File: src/rtl/work_loader.sv
// Work-packet front end for block_solver: collects a 44-byte packet, expands nBits
// into a 256-bit target, commits the work atomically and restarts the solver.
module work_loader #(
   parameter int SOLVER_RST_CYCLES = 2
) (
   input  logic         clk,
   input  logic         rst,
   input  logic [7:0]   in_data,
   input  logic         in_sof,
   input  logic         in_valid,
   output logic         in_ready,
   output logic [255:0] midstate,
   output logic [95:0]  header_leftovers,
   output logic [255:0] target,
   output logic         solver_rst_n,
   output logic         work_valid,
   output logic         bits_error
);

   localparam int RC_W = (SOLVER_RST_CYCLES < 1) ? 1 : $clog2(SOLVER_RST_CYCLES + 1);

   typedef enum logic [1:0] {IDLE, RECV, EXPAND, RESTART} state_t;

   state_t         state;
   logic [5:0]     count;
   logic [351:0]   shadow;
   logic [255:0]   shadow_target;
   logic [7:0]     exp_cnt;
   logic           first;
   logic [RC_W-1:0] rst_cnt;

   logic           accept;
   logic [351:0]   shadow_next;
   logic [7:0]     nbits_exp;
   logic [23:0]    nbits_mant;
   logic           bits_bad;

   // Bytes arrive in big-endian position order, so a left-shifting register lands
   // byte 0 at the top of the midstate after the 44th byte.
   assign accept      = in_valid && in_ready;
   assign shadow_next = {shadow[343:0], in_data};

   // nBits is the byte-reversed last word of the header tail.
   assign nbits_exp  = shadow[7:0];
   assign nbits_mant = {shadow[15:8], shadow[23:16], shadow[31:24]};
   assign bits_bad   = (nbits_exp > 8'd32) || nbits_mant[23] ||
                       ((nbits_mant == 24'd0) && (nbits_exp != 8'd0));

   always_ff @(posedge clk or posedge rst) begin
      if (rst) begin
         state            <= IDLE;
         count            <= 6'd0;
         shadow           <= '0;
         shadow_target    <= '0;
         exp_cnt          <= 8'd0;
         first            <= 1'b0;
         rst_cnt          <= '0;
         in_ready         <= 1'b0;
         midstate         <= '0;
         header_leftovers <= '0;
         target           <= '0;
         solver_rst_n     <= 1'b0;
         work_valid       <= 1'b0;
         bits_error       <= 1'b0;
      end else begin
         bits_error <= 1'b0;
         case (state)
            IDLE: begin
               in_ready <= 1'b1;
               if (accept && in_sof) begin
                  shadow <= shadow_next;
                  count  <= 6'd1;
                  state  <= RECV;
               end
            end

            RECV: begin
               in_ready <= 1'b1;
               if (accept) begin
                  shadow <= shadow_next;
                  if (in_sof) begin
                     count <= 6'd1;
                  end else if (count == 6'd43) begin
                     count    <= 6'd0;
                     in_ready <= 1'b0;
                     first    <= 1'b1;
                     state    <= EXPAND;
                  end else begin
                     count <= count + 6'd1;
                  end
               end
            end

            EXPAND: begin
               in_ready <= 1'b0;
               if (first) begin
                  first <= 1'b0;
                  if (bits_bad) begin
                     bits_error <= 1'b1;
                     in_ready   <= 1'b1;
                     state      <= IDLE;
                  end else begin
                     shadow_target <= {232'b0, nbits_mant};
                     exp_cnt       <= nbits_exp;
                  end
               end else if (exp_cnt > 8'd3) begin
                  shadow_target <= shadow_target << 8;
                  exp_cnt       <= exp_cnt - 8'd1;
               end else if (exp_cnt < 8'd3) begin
                  shadow_target <= shadow_target >> 8;
                  exp_cnt       <= exp_cnt + 8'd1;
               end else begin
                  // Single-cycle commit keeps the solver's view of the work consistent.
                  midstate         <= shadow[351:96];
                  header_leftovers <= shadow[95:0];
                  target           <= shadow_target;
                  work_valid       <= 1'b1;
                  solver_rst_n     <= 1'b0;
                  rst_cnt          <= RC_W'(1);
                  state            <= RESTART;
               end
            end

            RESTART: begin
               in_ready <= 1'b0;
               if (rst_cnt >= RC_W'(SOLVER_RST_CYCLES)) begin
                  solver_rst_n <= 1'b1;
                  in_ready     <= 1'b1;
                  state        <= IDLE;
               end else begin
                  rst_cnt <= rst_cnt + RC_W'(1);
               end
            end

            default: begin
               in_ready <= 1'b0;
               state    <= IDLE;
            end
         endcase
      end
   end

endmodule

File: config.mk
export PLATFORM = sky130hd
export DESIGN_NAME = work_loader
export DESIGN_NICKNAME = d
export VERILOG_FILES = /design/src/rtl/work_loader.sv
export SDC_FILE = /design/constraint.sdc
export NUM_CORES = 2
export LEC_CHECK = 0
export ABC_CLOCK_PERIOD_IN_PS = 87400
export CORE_UTILIZATION = 40
export DETAILED_ROUTE_END_ITERATION = 10
export HOLD_SLACK_MARGIN = 0.05
export PLACE_DENSITY = 0.59
export SYNTH_ARGS = -nofsm -noshare
export SYNTH_HDL_FRONTEND = slang
export SYNTH_SLANG_ARGS = --single-unit
File: constraint.sdc
create_clock -name clk -period 87.4 [get_ports clk]
set_clock_uncertainty 0.1 [all_clocks]
set_input_delay 17.48 -clock clk [delete_from_list [all_inputs] [get_ports clk]]
set_output_delay 17.48 -clock clk [all_outputs]
set_load 0.02 [all_outputs]
==> results.py <==
metrics = {
    "critical_path": {
        "rr_worst_depth": 10,
        "crit_arrival_ns": 21.98,
        "critPathLaunchType": "input port",
        "reg2reg_from": "exp_cnt[5]",
        "crit_path_end_kind": "async pin",
        "worst-path-max-fanout": 185,
        "timing.rr.end": "target[101]",
        "critPathKind": "input port to async pin",
        "cp.required_ns": 88.01,
        "reg2reg_slack_ns": 81.65,
    },
    "global_routing": {
        "grt_max_degree": 187,
        "grt_overflow": 0,
        "antenna_found_initial": 2,
        "grt_pass1_wl_um": 198000,
        "grt_pass1_vias": 30400,
        "grtUsageTotal_pct": 20.5,
    },
    "route": {
        "drc_errors": 0,
        "drt-total-wl_um": 129000,
        "postRouteAntennaNets": 0,
        "route.vias.total": 29500,
        "routedWlPerCell_um": 22.8,
        "first_pass_iters": 5,
        "via_per_inst": 5.21,
        "drt_iter0_drc": 1772,
    },
    "pwr": {
        "power.leakage_nw": 32.5,
        "powerDensity_mw_per_mm2": 21.4,
        "ir_drop_mv": 0.0215,
        "power.total_mw": 1.32,
    },
    "sta": {
        "drv_slew": 0,
        "max_slew.worst_pin.slew_ns": 1.38,
        "fmax_ghz": 0.0468,
        "setup_slack_ns": 66.03,
        "period_minus_slack_ns": 21.37,
        "hold_violations": 0,
        "grt_setup_unrepaired": "false",
        "tns_ns": 0,
        "setup_violations": 0,
        "slew_headroom_pct": 8.18,
        "fin_crit_sh_pct": 24.4,
        "hold_slack_ns": 0.377,
    },
    "logic_synthesis": {
        "synth_area_mm2": 0.0497,
        "yosysTopAreaCellShare_pct": 62.4,
        "synth.distinct_cells": 44,
        "yosys_warnings": 0,
        "synth_edf_count": 0,
        "ys_seq_area_share_pct": 62.4,
        "synth.area.top_cells": "dfrtp_1 (62%), mux2_2 (20%), mux2i_1 (4.9%)",
        "synth_seq_cells": 1239,
        "syn_inst": 3355,
        "synth_nets": 3377,
        "avgSynthCellArea_um2": 14.8,
        "async_flop_share_pct": 100,
        "synthFlopType": "dfrtp_1",
        "yosys.area.top_type": "dfrtp_1",
    },
    "die": {
        "rows": 128,
        "die_area_mm2": 0.126,
        "boundaryPins": 624,
        "core-area_mm2": 0.123,
        "start_util_pct": 40.5,
        "die_x_um": 354,
        "fp.dieH_um": 354,
    },
    "cells_and_area": {
        "utilization_pct": 50.6,
        "drive_above_1_share_pct": 28.5,
        "fin_nets": 3952,
        "area_growth_pct": 24.7,
    },
    "status": {
        "status": "finished, final reports clean",
    },
    "cts": {
        "tritoncts": "built",
        "post_cts_buffers": 0,
        "clkTransAtPathRegs_ns": 0.06,
        "cts.sinks": 1239,
        "cts_hold_buf": 0,
        "clkLatencyLatePin_ns": 0.74,
        "cts-htree-levels": 4,
        "clockRootBuffer": "clkbuf_16",
        "numCtsBuffers": 138,
        "clockBufferDepth": 3,
        "cts_resized": 0,
    },
    "hold_path": {
        "hp-start": "work_valid",
        "min_delay_worst_endpoint": "work_valid",
        "hold_depth": 1,
        "hold_class": "flop to flop",
    },
    "place": {
        "pre_cts_slack_ns": 65.13,
        "portBuffers": 623,
        "dp_hpwl_um": 84700,
        "place_congestion": 0.785,
    },
    "flow_run": {
        "maxCapViolations": 0,
    },
}
==> per-layer routing <==
metal	wire [um]	vias to the layer above	GRT usage [%]
met4	2820	2	5.56
met5	13	-	0
met1	56500	15500	27.1
met3	9380	172	6.93
li1	-	13200	-
met2	60200	629	32.0
==> area by class of cell <==
| cell class | instances | area [um^2] |
|---|---|---|
| fillers | 10600 | 60600 |
| flip-flops and latches | 1239 | 31000 |
| multi-input cells | 1876 | 17600 |
| repair buffers | 660 | 6590 |
| clock buffers | 203 | 4030 |
| well taps | 1625 | 2030 |
| clock inverters | 44 | 628 |
| inverters | 15 | 63.8 |
| diodes | 2 | 5.00 |
==> cells in the mapped netlist, types with 4 or more instances <==
library cell	instances
buf_1	10
inv_1	14
buf_2	108
mux2_2	889
dfrtp_1	1239
xnor2_1	6
nand4_1	4
nor2_1	19
o21ai_0	40
nor4_1	7
nand2_1	44
ha_1	9
mux2_1	100
mux2i_1	243
buf_6	11
nor3_1	227
clkbuf_1	96
a21o_1	232
nor4b_1	8
nand3_1	5
a21oi_1	9
==> worst max-delay path by stage <==
stage / to / slack [ns] / start / cells after the start
final: midstate[232] / 66.03 / rst / 6
after global routing: target[76] / 65.43 / rst / 6
after CTS: target[76] / 65.93 / rst / 6
after detailed placement: target[83] / 65.13 / rst / 6
after global placement: target[74] / 65.08 / rst / 6
after floorplan: bits_error / 34.91 / rst / 1
==> flip-flops by register name, summed over array words and instances, names as in the netlist <==
name / flops
bits_error: 1
target: 256
work_valid: 1
midstate: 256
header_leftovers: 96
solver_rst_n: 1
shadow_target: 256
rst_cnt: 2
exp_cnt: 8
state: 2
count: 6
shadow: 352
in_ready: 1
first: 1
==> cells by family (layout without fill, tap and decap cells) <==
logic type / after synthesis / count (layout) / synth area share [%]
AND/OR/NAND/NOR: 324 / 324 / 3.25
XOR/XNOR: 9 / 9 / 0.159
multiplexers: 1232 / 1232 / 27.3
other: 0 / 2 / 0
adder cells (fa/ha/maj): 10 / 10 / 0.267
flip-flops: 1239 / 1239 / 62.4
buffers and inverters: 240 / 922 / 2.25
AO/OA/AOI/OAI: 301 / 301 / 4.31
==> critical path, cell delays in order <==
cell,delay [ns]
clkdlybuf4s50_1,0.49
inv_8,0.49
buf_12,0.65
buf_4,0.83
buf_4,0.73
buf_12,0.66
==> stage by stage <==
step           area (um^2)  instances
5_1_grt              61900       5662
3_3_place_gp         57300       5415
6_report             61900       5664
2_1_floorplan        49700       3355
3_5_place_dp         57300       5415
4_1_cts              61900       5662
==> cells in the final DEF, fill, tap and decap left out, types with 5 or more instances in the layout <==
cell,count
a21o_1,232
a21oi_1,9
buf_12,6
buf_4,31
bufinv_16,11
clkbuf_1,34
clkbuf_16,140
clkbuf_8,29
clkdlybuf4s50_1,623
clkinv_2,17
dfrtp_1,1238
ha_1,9
inv_1,13
inv_6,7
mux2_1,100
mux2_2,889
mux2i_1,243
nand2_1,44
nand3_1,5
nor2_1,18
nor3_1,226
nor4_1,7
nor4b_1,8
o21ai_0,40
xnor2_1,6
==> report_power, final <==
part / switching, mW / internal (mW) / total [mW]
sequential: 0.0431 / 0.621 / 0.664
combinational: 0.0270 / 0.0403 / 0.0673
clock: 0.237 / 0.354 / 0.592
Note: power is estimated with default switching activity, not from simulation.
